<file path="config.mk">
export PLATFORM = sky130hd
export DESIGN_NAME = snake_body_buffer
export DESIGN_NICKNAME = d
export VERILOG_FILES = /design/src/rtl/snake_pkg.sv /design/src/rtl/snake_next_head.sv /design/src/rtl/snake_body_buffer.sv
export SDC_FILE = /design/constraint.sdc
export NUM_CORES = 1
export LEC_CHECK = 0
export BUFFER_PORTS_ARGS = -buffer_cell sky130_fd_sc_hd__buf_2
export CAP_MARGIN = 40
export CORE_UTILIZATION = 52
export CTS_BUF_LIST = sky130_fd_sc_hd__clkbuf_16
export DETAILED_ROUTE_END_ITERATION = 10
export PLACE_DENSITY = 0.69
export SETUP_SLACK_MARGIN = 0.05
export SLEW_MARGIN = 20
export SYNTH_ARGS = -nofsm -noshare
export SYNTH_HDL_FRONTEND = slang
export SYNTH_SLANG_ARGS = --single-unit
</file>
<file path="constraint.sdc">
create_clock -name clock_25 -period 6.25 [get_ports clock_25]
set_input_delay 0.3125 -clock clock_25 [delete_from_list [all_inputs] [get_ports clock_25]]
set_output_delay 0.3125 -clock clock_25 [all_outputs]
set_load 0.1 [all_outputs]
</file>
<file path="src/rtl/snake_pkg.sv">
// Shared snake-game types: direction encodings, default grid size and the
// coordinate pair used by the FSM, renderer and fruit generator.
package snake_pkg;

    localparam logic [1:0] DIR_RIGHT = 2'b00;
    localparam logic [1:0] DIR_LEFT  = 2'b01;
    localparam logic [1:0] DIR_UP    = 2'b10;
    localparam logic [1:0] DIR_DOWN  = 2'b11;

    localparam int GRID_W_DEF    = 40;
    localparam int GRID_H_DEF    = 30;
    localparam int COORD_BIT_DEF = 7;

    typedef struct packed {
        logic [COORD_BIT_DEF-1:0] x;
        logic [COORD_BIT_DEF-1:0] y;
    } coord_t;

    typedef enum logic {
        ST_IDLE,
        ST_CHECK
    } snake_state_e;

endpackage

</file>
<file path="src/rtl/snake_next_head.sv">
// Combinational next-head calculation. With SNAKE_WRAP_EN defined, moves off
// an edge wrap to the opposite edge; otherwise they are flagged as off_grid.
module snake_next_head
    import snake_pkg::*;
#(
    parameter int COORD_BIT = 7,
    parameter int GRID_W    = GRID_W_DEF,
    parameter int GRID_H    = GRID_H_DEF
) (
    input  logic [COORD_BIT-1:0] head_x,
    input  logic [COORD_BIT-1:0] head_y,
    input  logic [1:0]           dir,
    output logic [COORD_BIT-1:0] next_x,
    output logic [COORD_BIT-1:0] next_y,
    output logic                 off_grid
);

    localparam logic [COORD_BIT-1:0] X_MAX = COORD_BIT'(GRID_W - 1);
    localparam logic [COORD_BIT-1:0] Y_MAX = COORD_BIT'(GRID_H - 1);
    localparam logic [COORD_BIT-1:0] ONE   = COORD_BIT'(1);

    always_comb begin
        next_x   = head_x;
        next_y   = head_y;
        off_grid = 1'b0;
        case (dir)
            DIR_RIGHT: begin
                if (head_x >= X_MAX) begin
`ifdef SNAKE_WRAP_EN
                    next_x = '0;
`else
                    off_grid = 1'b1;
`endif
                end else begin
                    next_x = head_x + ONE;
                end
            end
            DIR_LEFT: begin
                if (head_x == '0) begin
`ifdef SNAKE_WRAP_EN
                    next_x = X_MAX;
`else
                    off_grid = 1'b1;
`endif
                end else begin
                    next_x = head_x - ONE;
                end
            end
            DIR_UP: begin
                if (head_y == '0) begin
`ifdef SNAKE_WRAP_EN
                    next_y = Y_MAX;
`else
                    off_grid = 1'b1;
`endif
                end else begin
                    next_y = head_y - ONE;
                end
            end
            default: begin
                if (head_y >= Y_MAX) begin
`ifdef SNAKE_WRAP_EN
                    next_y = '0;
`else
                    off_grid = 1'b1;
`endif
                end else begin
                    next_y = head_y + ONE;
                end
            end
        endcase
    end

endmodule

</file>
<file path="src/rtl/snake_body_buffer.sv">
// Circular segment store for the snake body with a serial self-collision scan.
// SNAKE_WRAP_EN selects edge wrap-around instead of wall collision.
module snake_body_buffer
    import snake_pkg::*;
#(
    parameter int COORD_BIT        = 7,
    parameter int SNAKE_LENGTH_BIT = 4,
    parameter int GRID_W           = GRID_W_DEF,
    parameter int GRID_H           = GRID_H_DEF,
    parameter int INIT_LENGTH      = 3,
    parameter int INIT_X           = 20,
    parameter int INIT_Y           = 15
) (
    input  logic                        clock_25,
    input  logic                        reset,
    input  logic                        step,
    input  logic                        grow,
    input  logic [1:0]                  dir,
    input  logic [SNAKE_LENGTH_BIT-1:0] rd_index,
    output logic [COORD_BIT-1:0]        rd_x,
    output logic [COORD_BIT-1:0]        rd_y,
    output logic                        rd_valid,
    output logic [COORD_BIT-1:0]        snake_head_x,
    output logic [COORD_BIT-1:0]        snake_head_y,
    output logic [SNAKE_LENGTH_BIT-1:0] snake_length,
    output logic                        busy,
    output logic                        full,
    output logic                        self_collision,
    output logic                        wall_collision
);

    localparam int DEPTH = 2 ** SNAKE_LENGTH_BIT;

    typedef logic [SNAKE_LENGTH_BIT-1:0] idx_t;
    typedef logic [COORD_BIT-1:0]        crd_t;

    localparam idx_t MAX_LEN  = idx_t'(DEPTH - 1);
    localparam idx_t INIT_LEN = idx_t'(INIT_LENGTH);
    localparam idx_t ONE      = idx_t'(1);

    snake_state_e state_q, state_d;
    crd_t  mem_x_q [DEPTH];
    crd_t  mem_x_d [DEPTH];
    crd_t  mem_y_q [DEPTH];
    crd_t  mem_y_d [DEPTH];
    idx_t  head_ptr_q, head_ptr_d;
    idx_t  len_q, len_d;
    idx_t  scan_q, scan_d;
    crd_t  head_x_q, head_x_d;
    crd_t  head_y_q, head_y_d;
    logic  self_q, self_d;
    logic  wall_q, wall_d;
    crd_t  rd_x_q, rd_x_d;
    crd_t  rd_y_q, rd_y_d;
    logic  rd_valid_q, rd_valid_d;

    crd_t  next_x, next_y;
    logic  off_grid;
    idx_t  scan_addr, rd_addr;

    snake_next_head #(
        .COORD_BIT (COORD_BIT),
        .GRID_W    (GRID_W),
        .GRID_H    (GRID_H)
    ) u_next_head (
        .head_x   (head_x_q),
        .head_y   (head_y_q),
        .dir      (dir),
        .next_x   (next_x),
        .next_y   (next_y),
        .off_grid (off_grid)
    );

    always_comb begin
        state_d    = state_q;
        mem_x_d    = mem_x_q;
        mem_y_d    = mem_y_q;
        head_ptr_d = head_ptr_q;
        len_d      = len_q;
        scan_d     = scan_q;
        head_x_d   = head_x_q;
        head_y_d   = head_y_q;
        self_d     = self_q;
        wall_d     = wall_q;
        scan_addr  = head_ptr_q + scan_q;

        case (state_q)
            ST_IDLE: begin
                if (step && !self_q && !wall_q) begin
                    if (off_grid) begin
                        wall_d = 1'b1;
                    end else begin
                        // New head goes one slot before the old head; when not
                        // growing, the old tail simply falls outside the length.
                        head_ptr_d          = head_ptr_q - ONE;
                        mem_x_d[head_ptr_d] = next_x;
                        mem_y_d[head_ptr_d] = next_y;
                        head_x_d            = next_x;
                        head_y_d            = next_y;
                        if (grow && (len_q != MAX_LEN)) begin
                            len_d = len_q + ONE;
                        end
                        if (len_d > ONE) begin
                            state_d = ST_CHECK;
                            scan_d  = ONE;
                        end
                    end
                end
            end
            default: begin
                if ((mem_x_q[scan_addr] == head_x_q) && (mem_y_q[scan_addr] == head_y_q)) begin
                    self_d = 1'b1;
                end
                if (scan_q == len_q - ONE) begin
                    state_d = ST_IDLE;
                end else begin
                    scan_d = scan_q + ONE;
                end
            end
        endcase

        // Reads see this edge's step update, so index 0 always means the new head.
        rd_addr    = head_ptr_d + rd_index;
        rd_valid_d = (rd_index < len_d);
        rd_x_d     = rd_valid_d ? mem_x_d[rd_addr] : '0;
        rd_y_d     = rd_valid_d ? mem_y_d[rd_addr] : '0;
    end

    always_ff @(posedge clock_25) begin
        if (reset) begin
            state_q    <= ST_IDLE;
            head_ptr_q <= '0;
            len_q      <= INIT_LEN;
            scan_q     <= ONE;
            head_x_q   <= crd_t'(INIT_X);
            head_y_q   <= crd_t'(INIT_Y);
            self_q     <= 1'b0;
            wall_q     <= 1'b0;
            rd_x_q     <= '0;
            rd_y_q     <= '0;
            rd_valid_q <= 1'b0;
            for (int k = 0; k < DEPTH; k++) begin
                mem_x_q[k] <= (k < INIT_LENGTH) ? crd_t'(INIT_X - k) : '0;
                mem_y_q[k] <= (k < INIT_LENGTH) ? crd_t'(INIT_Y) : '0;
            end
        end else begin
            state_q    <= state_d;
            head_ptr_q <= head_ptr_d;
            len_q      <= len_d;
            scan_q     <= scan_d;
            head_x_q   <= head_x_d;
            head_y_q   <= head_y_d;
            self_q     <= self_d;
            wall_q     <= wall_d;
            rd_x_q     <= rd_x_d;
            rd_y_q     <= rd_y_d;
            rd_valid_q <= rd_valid_d;
            mem_x_q    <= mem_x_d;
            mem_y_q    <= mem_y_d;
        end
    end

    assign rd_x           = rd_x_q;
    assign rd_y           = rd_y_q;
    assign rd_valid       = rd_valid_q;
    assign snake_head_x   = head_x_q;
    assign snake_head_y   = head_y_q;
    assign snake_length   = len_q;
    assign busy           = (state_q == ST_CHECK);
    assign full           = (len_q == MAX_LEN);
    assign self_collision = self_q;
    assign wall_collision = wall_q;

endmodule
</file>
==> flow_metrics.tcl <==
set metrics [dict create \
    period_needed_ns 5.89 \
    grt_pass1_vias 14000 \
    power.density_mw_per_mm2 357 \
    synth_seq_cells 268 \
    power_leakage_nw 6.28 \
    startpoint_type "flop" \
    totalWireLength_mm 57.5 \
    ioPinCount 47 \
    synthCells 1748 \
    drc_errors 0 \
    slew_violations 0 \
    postSynthAreaPerCell_um2 8.66 \
    clock_latency_ns 0.58 \
    period_share_pct 94.2 \
    antenna_left 0 \
    grt_first_pass_wirelength_mm 86.8 \
    crit_path_cell_trace "inv_1 -> ha_1 -> and3_1 -> o32ai_2 -> nor2_1 -> buf_4 -> nor3_2 -> xnor2_1 -> ha_2 -> inv_1 -> fa_1 -> and2_0 -> nand2_1 -> o22ai_1 -> a221oi_1 -> nor3_1 -> a31oi_1 -> o221a_2 -> a31oi_1 -> a21o_1" \
    core-area_mm2 0.0287 \
    start_util_pct 52.8 \
    cp.arrival_ns 6.39 \
    drt_iter0_drc 2271 \
    die-area_mm2 0.0298 \
    netlist_top_cells_area "dfxtp_1, mux4_2, mux2i_1" \
    max_slew.worst_pin.slew_ns 0.869 \
    rows 62 \
    hold_viol_final 0 \
    cts_tree "built" \
    area_growth_pct 12.4 \
    yosys_warnings 0 \
    synth_area_mm2 0.0151 \
    endpoint_kind "flop" \
    grt_max_degree 75 \
    cts_buffer_depth 3 \
    yosys.area.top_type_share_pct 35.4 \
    cp_slowest_cell "fa_1" \
    grt_antenna_before_repair 2 \
    rsz0062_at_grt "false" \
    slew_headroom_pct 41.8 \
    avgRoutedWirePerCell_um 26.6 \
    ys_types 86 \
    outcome "finished, final reports clean" \
    nets 1787 \
    setup_viol 0 \
    grtUsageTotal_pct 37.9 \
    slowest_delay_ns 0.96 \
    yosysMostFrequentCell "nor2_1" \
    post_drt_via_cell_ratio 6.78 \
    ys_async_sr_fraction_pct 0 \
    antenna_cells 0 \
    clock-sinks 268 \
    numCtsBuffers 30 \
    cts_hold_buf 0 \
    synth_edf_count 0 \
    synthTopCellsByCount "nor2_1, dfxtp_1, nand2_1" \
    place_ws_ns 0.652 \
    peakVddDrop_mv 0.283 \
    post_cts_resize_count 0 \
    die_y_um 173 \
    drv_cap 0 \
    port_buffers 46 \
    drive_gt1_share_pct 15.2 \
    htreeDepth 1 \
    gr-total-overflow 0 \
    max_freq_mhz 170 \
    hpwl_mm 39.4 \
    ys_seq_area_share_pct 35.4 \
    setup_slack_ns 0.364 \
    hold_class "in2reg" \
    crit_family "simple AND/OR/NAND/NOR gates" \
    die_w_um 173 \
    synth_top_cell_by_area "dfxtp_1" \
    syn_nets 1783 \
    cp_data_required_time_ns 6.76 \
    crit_buf_inv 3 \
    clk_pin_slew_ns 0.07 \
    postCtsSetupBuffers 0 \
    synth_ff_type "dfxtp_1" \
    cp_max_fo 12 \
    drt_pass1_iterations 6 \
    rrSetupSlack_ns 0.36 \
    fin_tns_setup_ns 0 \
    routabilityCongestion 0.984 \
    cts_root_buffer "clkbuf_16" \
    clock_skew_ns 0.0221 \
    vias 14600 \
    crit_type "reg2reg" \
]
==> path summary, 6_finish.rpt <==
kind,from,to,depth (start not counted)
setup / recovery,snake_head_y[0],rd_y[4],20
hold / removal,reset,snake_length[3],2
setup reg to reg,snake_head_y[0],rd_y[4],20
hold reg to reg,mem_x_q[85],mem_x_q[85],2
==> per-stage QoR <==
stage | util [%] | cells | cell area, um^2 | total power, mW | hold WS, ns
finish | 59.3 | 2159 | 17000 | 6.08 | 0.0821
global route | 59.3 | 2159 | 17000 | 6.24 | 0.0860
CTS | 59.3 | 2158 | 17000 | 5.99 | 0.0780
detailed placement | 55.8 | 2103 | 16000 | 4.21 | 0.473
global placement | 55.4 | 2095 | 15900 | 4.20 | 0.464
floorplan | - | 1748 | 15100 | 3.40 | 0.446
==> flip-flops by register name, summed over array words and instances, names as in the netlist <==
| name | cells |
|---|---|
| busy | 1 |
| wall_collision | 1 |
| rd_valid | 1 |
| head_ptr_q | 4 |
| snake_head_x | 7 |
| rd_y | 7 |
| scan_q | 4 |
| mem_x_q | 112 |
| snake_head_y | 7 |
| mem_y_q | 112 |
| rd_x | 7 |
| snake_length | 4 |
| self_collision | 1 |
==> power by group <==
part	total, mW	internal, mW	switching [mW]
registers	1.88	1.79	0.0898
logic	2.41	0.699	1.71
clock network	1.79	1.04	0.759
==> metal layers <==
metal / GRT usage [%] / vias to the layer above / wire (um)
met5: 0 / - / 27
met1: 50.1 / 6940 / 22200
met4: 19.5 / 4 / 3390
met2: 57.8 / 1058 / 24800
met3: 8.82 / 241 / 7140
li1: - / 6402 / -
==> area by class of cell <==
type	count	area, um^2
Multi-Input combinational cell	1311	9270
Tap cell	384	480
Fill cell	2553	11700
Sequential cell	268	5370
Inverter	21	78.8
Clock inverter	25	235
Timing Repair Buffer	120	845
Clock buffer	30	751
==> layout by cell type, fill, tap and decap left out, types with 8 or more instances in the layout <==
| cell | instances |
|---|---|
| nor2_1 | 291 |
| dfxtp_1 | 268 |
| nand2_1 | 176 |
| mux2i_1 | 114 |
| a211oi_1 | 71 |
| buf_4 | 67 |
| a21oi_1 | 65 |
| o21ai_0 | 64 |
| mux4_2 | 59 |
| buf_2 | 46 |
| a22oi_1 | 38 |
| nor3_1 | 33 |
| clkbuf_16 | 30 |
| o211ai_1 | 27 |
| o22ai_1 | 26 |
| xnor2_1 | 25 |
| inv_1 | 24 |
| a31oi_1 | 24 |
| and2_1 | 23 |
| ha_1 | 21 |
| nand3_1 | 18 |
| a221oi_1 | 13 |
| nand2b_1 | 12 |
| nor2b_1 | 12 |
| nand4_1 | 12 |
| a21o_1 | 11 |
| nor4_1 | 9 |
| xor2_1 | 9 |
| a211o_1 | 8 |
| or3_1 | 8 |
==> kinds of logic after synthesis <==
| group | Yosys count | share of synthesized area (%) |
|---|---|---|
| AOI/OAI and AO/OA | 438 | 20.6 |
| xor gates and xnor gates | 41 | 2.37 |
| adders and majority gates | 25 | 2.16 |
| buffers and inverters | 169 | 4.59 |
| DFF | 268 | 35.4 |
| muxes | 177 | 16.6 |
| and+or+nand+nor | 630 | 18.3 |
Note: power is estimated with default switching activity, not from simulation.
